<file path="src/rtl/regfile_pkg.sv">
// Shared types and defaults for the parametrised register file and its
// busy scoreboard.
package regfile_pkg;

  typedef enum logic {
    CLEAR = 1'b0,
    READY = 1'b1
  } state_t;

  localparam int XLEN_DEF  = 32;
  localparam int NREGS_DEF = 32;
  localparam int ZERO_REG  = 0;

endpackage

</file>
<file path="src/rtl/regfile_scoreboard.sv">
// Per-register busy bits. A reservation (set) beats a writeback release
// (clear) on the same register; flush wipes every bit.
module regfile_scoreboard
  import regfile_pkg::*;
#(
  parameter  int NREGS  = NREGS_DEF,
  localparam int ADDR_W = $clog2(NREGS)
) (
  input  logic              clk,
  input  logic              rst,
  input  logic              flush,
  input  logic              set_en,
  input  logic [ADDR_W-1:0] set_sel,
  input  logic              clr_en,
  input  logic [ADDR_W-1:0] clr_sel,
  input  logic [ADDR_W-1:0] lk_sel_1,
  input  logic [ADDR_W-1:0] lk_sel_2,
  output logic              lk_busy_1,
  output logic              lk_busy_2
);

  logic [NREGS-1:0] r_busy;
  logic [NREGS-1:0] w_next;

  // Clear applied before set so a younger reservation survives the release.
  always_comb begin
    w_next = r_busy;
    if (clr_en) w_next[clr_sel] = 1'b0;
    if (set_en) w_next[set_sel] = 1'b1;
    w_next[ZERO_REG] = 1'b0;
  end

  always_ff @(posedge clk or posedge rst) begin
    if (rst)        r_busy <= '0;
    else if (flush) r_busy <= '0;
    else            r_busy <= w_next;
  end

  assign lk_busy_1 = r_busy[lk_sel_1];
  assign lk_busy_2 = r_busy[lk_sel_2];

endmodule

</file>
<file path="src/rtl/regfile_mp.sv">
// Register file with sequential clear engine and busy scoreboard.
// Optional write-first bypass on all read ports: define REGFILE_BYPASS_EN.
module regfile_mp
  import regfile_pkg::*;
#(
  parameter  int XLEN   = XLEN_DEF,
  parameter  int NREGS  = NREGS_DEF,
  localparam int ADDR_W = $clog2(NREGS)
) (
  input  logic              clk,
  input  logic              rst,
  input  logic              clr_req,
  output logic              ready,
  input  logic [ADDR_W-1:0] r_sel_1,
  input  logic [ADDR_W-1:0] r_sel_2,
  output logic [XLEN-1:0]   r_data_1,
  output logic [XLEN-1:0]   r_data_2,
  output logic              busy_1,
  output logic              busy_2,
  input  logic              w_en,
  input  logic [ADDR_W-1:0] w_sel,
  input  logic [XLEN-1:0]   w_data,
  input  logic              res_en,
  input  logic [ADDR_W-1:0] res_sel,
  input  logic [ADDR_W-1:0] dbg_reg_sel,
  output logic [XLEN-1:0]   dbg_reg_data
);

  localparam logic [ADDR_W-1:0] ZERO_SEL = ADDR_W'(ZERO_REG);
  localparam logic [ADDR_W-1:0] LAST_SEL = ADDR_W'(NREGS - 1);

  state_t            r_state;
  logic [ADDR_W-1:0] r_clr_cnt;
  logic              r_ready;
  logic [XLEN-1:0]   r_mem [NREGS];

  logic              w_active;
  logic              w_wr;
  logic              w_res;
  logic              w_mem_we;
  logic [ADDR_W-1:0] w_mem_addr;
  logic [XLEN-1:0]   w_mem_data;
  logic              w_sb_busy_1;
  logic              w_sb_busy_2;
  logic [XLEN-1:0]   w_rd_1;
  logic [XLEN-1:0]   w_rd_2;
  logic [XLEN-1:0]   w_rd_dbg;
  logic              w_busy_1;
  logic              w_busy_2;

  assign w_active = (r_state == READY);
  assign w_wr     = w_active && w_en   && (w_sel   != ZERO_SEL);
  assign w_res    = w_active && res_en && (res_sel != ZERO_SEL);

  always_ff @(posedge clk or posedge rst) begin
    if (rst) begin
      r_state   <= CLEAR;
      r_clr_cnt <= '0;
      r_ready   <= 1'b0;
    end else begin
      case (r_state)
        CLEAR: begin
          if (clr_req) begin
            r_clr_cnt <= '0;
          end else if (r_clr_cnt == LAST_SEL) begin
            r_clr_cnt <= '0;
            r_state   <= READY;
            r_ready   <= 1'b1;
          end else begin
            r_clr_cnt <= r_clr_cnt + ADDR_W'(1);
          end
        end
        READY: begin
          if (clr_req) begin
            r_clr_cnt <= '0;
            r_state   <= CLEAR;
            r_ready   <= 1'b0;
          end
        end
        default: begin
          r_state   <= CLEAR;
          r_clr_cnt <= '0;
          r_ready   <= 1'b0;
        end
      endcase
    end
  end

  // The clear engine shares the single write port so the array needs no reset.
  assign w_mem_we   = !w_active || w_wr;
  assign w_mem_addr = w_active ? w_sel  : r_clr_cnt;
  assign w_mem_data = w_active ? w_data : '0;

  always_ff @(posedge clk) begin
    if (w_mem_we) r_mem[w_mem_addr] <= w_mem_data;
  end

  regfile_scoreboard #(
    .NREGS (NREGS)
  ) u_scoreboard (
    .clk       (clk),
    .rst       (rst),
    .flush     (clr_req),
    .set_en    (w_res),
    .set_sel   (res_sel),
    .clr_en    (w_wr),
    .clr_sel   (w_sel),
    .lk_sel_1  (r_sel_1),
    .lk_sel_2  (r_sel_2),
    .lk_busy_1 (w_sb_busy_1),
    .lk_busy_2 (w_sb_busy_2)
  );

  always_comb begin
    w_rd_1   = (r_sel_1     == ZERO_SEL) ? '0 : r_mem[r_sel_1];
    w_rd_2   = (r_sel_2     == ZERO_SEL) ? '0 : r_mem[r_sel_2];
    w_rd_dbg = (dbg_reg_sel == ZERO_SEL) ? '0 : r_mem[dbg_reg_sel];
    w_busy_1 = w_sb_busy_1;
    w_busy_2 = w_sb_busy_2;
`ifdef REGFILE_BYPASS_EN
    // Write-first: the in-flight write is visible and no longer pending.
    if (w_wr && (w_sel == r_sel_1)) begin
      w_rd_1 = w_data;
      if (!(w_res && (res_sel == r_sel_1))) w_busy_1 = 1'b0;
    end
    if (w_wr && (w_sel == r_sel_2)) begin
      w_rd_2 = w_data;
      if (!(w_res && (res_sel == r_sel_2))) w_busy_2 = 1'b0;
    end
    if (w_wr && (w_sel == dbg_reg_sel)) w_rd_dbg = w_data;
`endif
    if (!w_active) begin
      w_rd_1   = '0;
      w_rd_2   = '0;
      w_rd_dbg = '0;
      w_busy_1 = 1'b0;
      w_busy_2 = 1'b0;
    end
  end

  assign ready        = r_ready;
  assign r_data_1     = w_rd_1;
  assign r_data_2     = w_rd_2;
  assign dbg_reg_data = w_rd_dbg;
  assign busy_1       = w_busy_1;
  assign busy_2       = w_busy_2;

endmodule

</file>
<file path="config.mk">
export PLATFORM = sky130hd
export DESIGN_NAME = regfile_mp
export DESIGN_NICKNAME = d
export VERILOG_FILES = /design/src/rtl/regfile_pkg.sv /design/src/rtl/regfile_scoreboard.sv /design/src/rtl/regfile_mp.sv
export SDC_FILE = /design/constraint.sdc
export NUM_CORES = 2
export LEC_CHECK = 0
export CAP_MARGIN = 20
export CELL_PAD_IN_SITES_DETAIL_PLACEMENT = 1
export CELL_PAD_IN_SITES_GLOBAL_PLACEMENT = 1
export CORE_MARGIN = 2
export CORE_UTILIZATION = 30
export CTS_BUF_LIST = sky130_fd_sc_hd__clkbuf_8
export DETAILED_ROUTE_END_ITERATION = 8
export PLACE_DENSITY = 0.46
export REMOVE_ABC_BUFFERS = 1
export SYNTH_ARGS = -nofsm -noshare
export SYNTH_HDL_FRONTEND = slang
export SYNTH_SLANG_ARGS = --single-unit
</file>
<file path="constraint.sdc">
create_clock -name clk -period 6.73 [get_ports clk]
set_input_delay 2.019 -clock clk [delete_from_list [all_inputs] [get_ports clk]]
set_output_delay 2.019 -clock clk [all_outputs]
set_load 0.05 [all_outputs]
</file>
==> impl_results.md <==
- Run status: completed
- Min-delay worst type: reg -> reg
- Cell with the most instances after synthesis: edfxtp_1
- Die Y: 437 um
- PD cells: approximately 210 mW/mm2
- Slew Limit Fails: 0
- Hold WS: 0.576 ns
- Vias in the first global route: about 39000
- Period utilisation layout: 97.3%
- Core Box Area: between 0.15 and 0.2 mm2
- Fin Clk Skew: around 0.04 ns
- Final Hold Vio Count: 0
- Setup repair bufs after CTS: 0
- DRC errors left: 0
- Wire per inst: 40.0 um
- Initial antenna violation count: 10
- Die width: 437 um
- Post-synth cell types: 57
- Gr ovfl total: 0
- Starting Density: a little under a third
- Min Tclk post-route: 6.55 ns
- Netlist Area Pre-Place: 0.0564 mm2
- Sequential area share after synthesis: between 50 and 60%
- CTS H-tree depth: 4
- Post-DP HPWL: 137000 um
- Peak VDD IR: 0.000211 V
- Final Total Pwr: 14.5 mW
- Share of cells above drive strength 1: 40.5%
- Achievable Freq: ~150 MHz
- Post-Synth Adder-Cell Area: 0.0444%
- Vias post-DR: 36600
- Die area: about 0.19 mm2
- Post-DR vias/cell: 6.19
- Max-cap viol count: 0
- Relative slew slack: 23.8%
- CTS clk-pin slew, worst paths: 0.06 ns
- Simple-gate share of the synthesized area: 3.10%
- Syn Area/Cell: 19.3 um2
- Finished Cell Area: 0.0677 mm2
- Required @ worst endpoint: approximately 4.7 ns
- Total CTS buffers: 197
- DRT Wirelength: 237000 um
- Post-cts sizing count: 0
- CTS tree: yes
- Clock sink count: 1062
- Root Buffer: clkbuf_8
- Post-synth ARST share: around 3.6%
- Largest family of logic cells by synthesized area: multiplexers
- Crit path max fanout: 22
- LEAKAGE: about 22 nW
- RSZ-0062 raised after global routing: false
- Area leader, netlist: edfxtp_1
- Port Buffer Count: 160
- Startpoint Class: input pin
- XOR/XNOR Fraction of Synth Area: 0%
- Placed Area: 0.0635 mm2
- Largest net degree at the start of global routing: 48
- CP arrival: 4.53 ns
- Post-synthesis register bit count: 1062
- Slew @ Worst Pin: 1.14 ns
- GPL Wtd Cong: approximately 0.77
- Placed insts: 5535
- Synth Warn #: 0
- Share of the synthesized area in the top cell type: 54.6%
- First-pass GRT wire length: 327000 um
- Critical path class: in -> out
- CTS Hold Bufs: 0
- Prevailing post-synth register cell: edfxtp_1
- IO Pins: ~160
- Drt pass-1 iters: 5
- Initial drt markers: 4429
- Compound-gate portion of the synthesized area: 6.03%
- FF-to-FF setup slack: 2.60 ns
- Post-synthesis cell count: 2923
- Total global-route track usage: 24.5%
- Row Count: 159
- Leading post-synthesis cells by cell area: edfxtp_1 55%, mux4_2 29%, a22oi_1 5.1%
- Element type at the critical path end: primary output
- Post-route ant nets: 0
- Final setup fails: 0
- Worst-Skew Late Latency: slightly above 0.9 ns
- Non-filler cells, final: 5915
- Mux contribution to synthesized area: a little under a third
- Layout Utilization: 36.2%
- Final net count: 3324
- Commonest cells in the synthesized netlist: 1024 x edfxtp_1, 723 x mux4_2, 384 x a22oi_1, 109 x clkbuf_1, 100 x nand4_1
- Post-synth EDFFs: 1024
- Synth-to-Final Area Change: 20.2%
- Max Root-Sink Buffers: 3
## path summary, 6_finish.rpt
| kind | from | end | cells after the start |
|---|---|---|---|
| worst max-delay path | r_sel_2[2] | r_data_2[15] | 8 |
| worst min-delay path | u_scoreboard.r_busy[28] | u_scoreboard.r_busy[28] | 2 |
| worst max register to register | r_state | r_mem[29][11] | 6 |
| worst min register to register | u_scoreboard.r_busy[28] | u_scoreboard.r_busy[28] | 2 |
| max in group asynchronous | rst | r_state | 3 |
| min in group asynchronous | rst | u_scoreboard.r_busy[28] | 3 |
## flip-flops by register name (all words and copies together) (netlist names)
| name | flops |
|---|---|
| ready | 1 |
| u_scoreboard.r_busy | 31 |
| r_clr_cnt | 5 |
| r_state | 1 |
| r_mem | 1024 |
## critical path: stages
cell and delay [ns]:
clkdlybuf4s50_1 0.63, nand2b_1 0.43, nor4_4 0.37, buf_12 0.31, buf_4 0.24, a22oi_1 0.11
nand4_1 0.19, buf_12 0.17
## layer usage
| metal | vias to the layer above | GRT usage [%] | part of all wire [%] |
|---|---|---|---|
| met5 | - | 0 | 0.0055 |
| met4 | 2 | 7.55 | 3.1 |
| met2 | 1938 | 39.6 | 48 |
| met1 | 20300 | 32.9 | 41 |
| met3 | 422 | 5.32 | 7.8 |
| li1 | 14000 | - | - |
## area by class of cell
| class | count | area [um2] |
|---|---|---|
| fill | 18200 | 119000 |
| sequential | 1062 | 31700 |
| multi-input combinational | 1584 | 23400 |
| timing repair buffer | 408 | 5740 |
| tap | 2495 | 3120 |
| clock buffer | 204 | 2810 |
| clock inverter | 152 | 888 |
| inverter | 7 | 26.3 |
| antenna | 3 | 7.51 |
## logic make-up (layout without fill, tap and decap cells)
logic type,after synthesis,in the layout
other cells,0,3
fa+ha+maj,2,2
compound gates,475,475
simple gates,319,319
flops,1062,1062
mux,788,788
buf+inv,277,771
## layout by cell type, fill, tap and decap left out, types with 37 or more instances in the layout
cell / n
clkdlybuf4s50_1: 56
dfrtp_1: 37
buf_4: 158
edfxtp_1: 1024
nor2_4: 46
clkbuf_8: 204
a22oi_1: 384
mux4_2: 723
clkinv_1: 46
nand2_1: 51
mux4_1: 56
nand4_1: 100
buf_12: 167
inv_1: 70
## power by group
| group | total, mW | switching (mW) | internal [mW] | leakage (nW) |
|---|---|---|---|---|
| sequential | 7.27 | 0.0421 | 7.23 | 10.5 |
| clock | 6.10 | 2.96 | 3.14 | 2.14 |
| combinational | 1.18 | 0.607 | 0.574 | 9.33 |
## through the flow
stage / setup slack, ns / TNS, ns
2_1_floorplan: -0.0525 / -1.68
3_3_place_gp: 0.0773 / 0
3_5_place_dp: 0.155 / 0
4_1_cts: 0.0908 / 0
5_1_grt: 0.0714 / 0
6_report: 0.179 / 0
(Power assumes the default switching activity.)
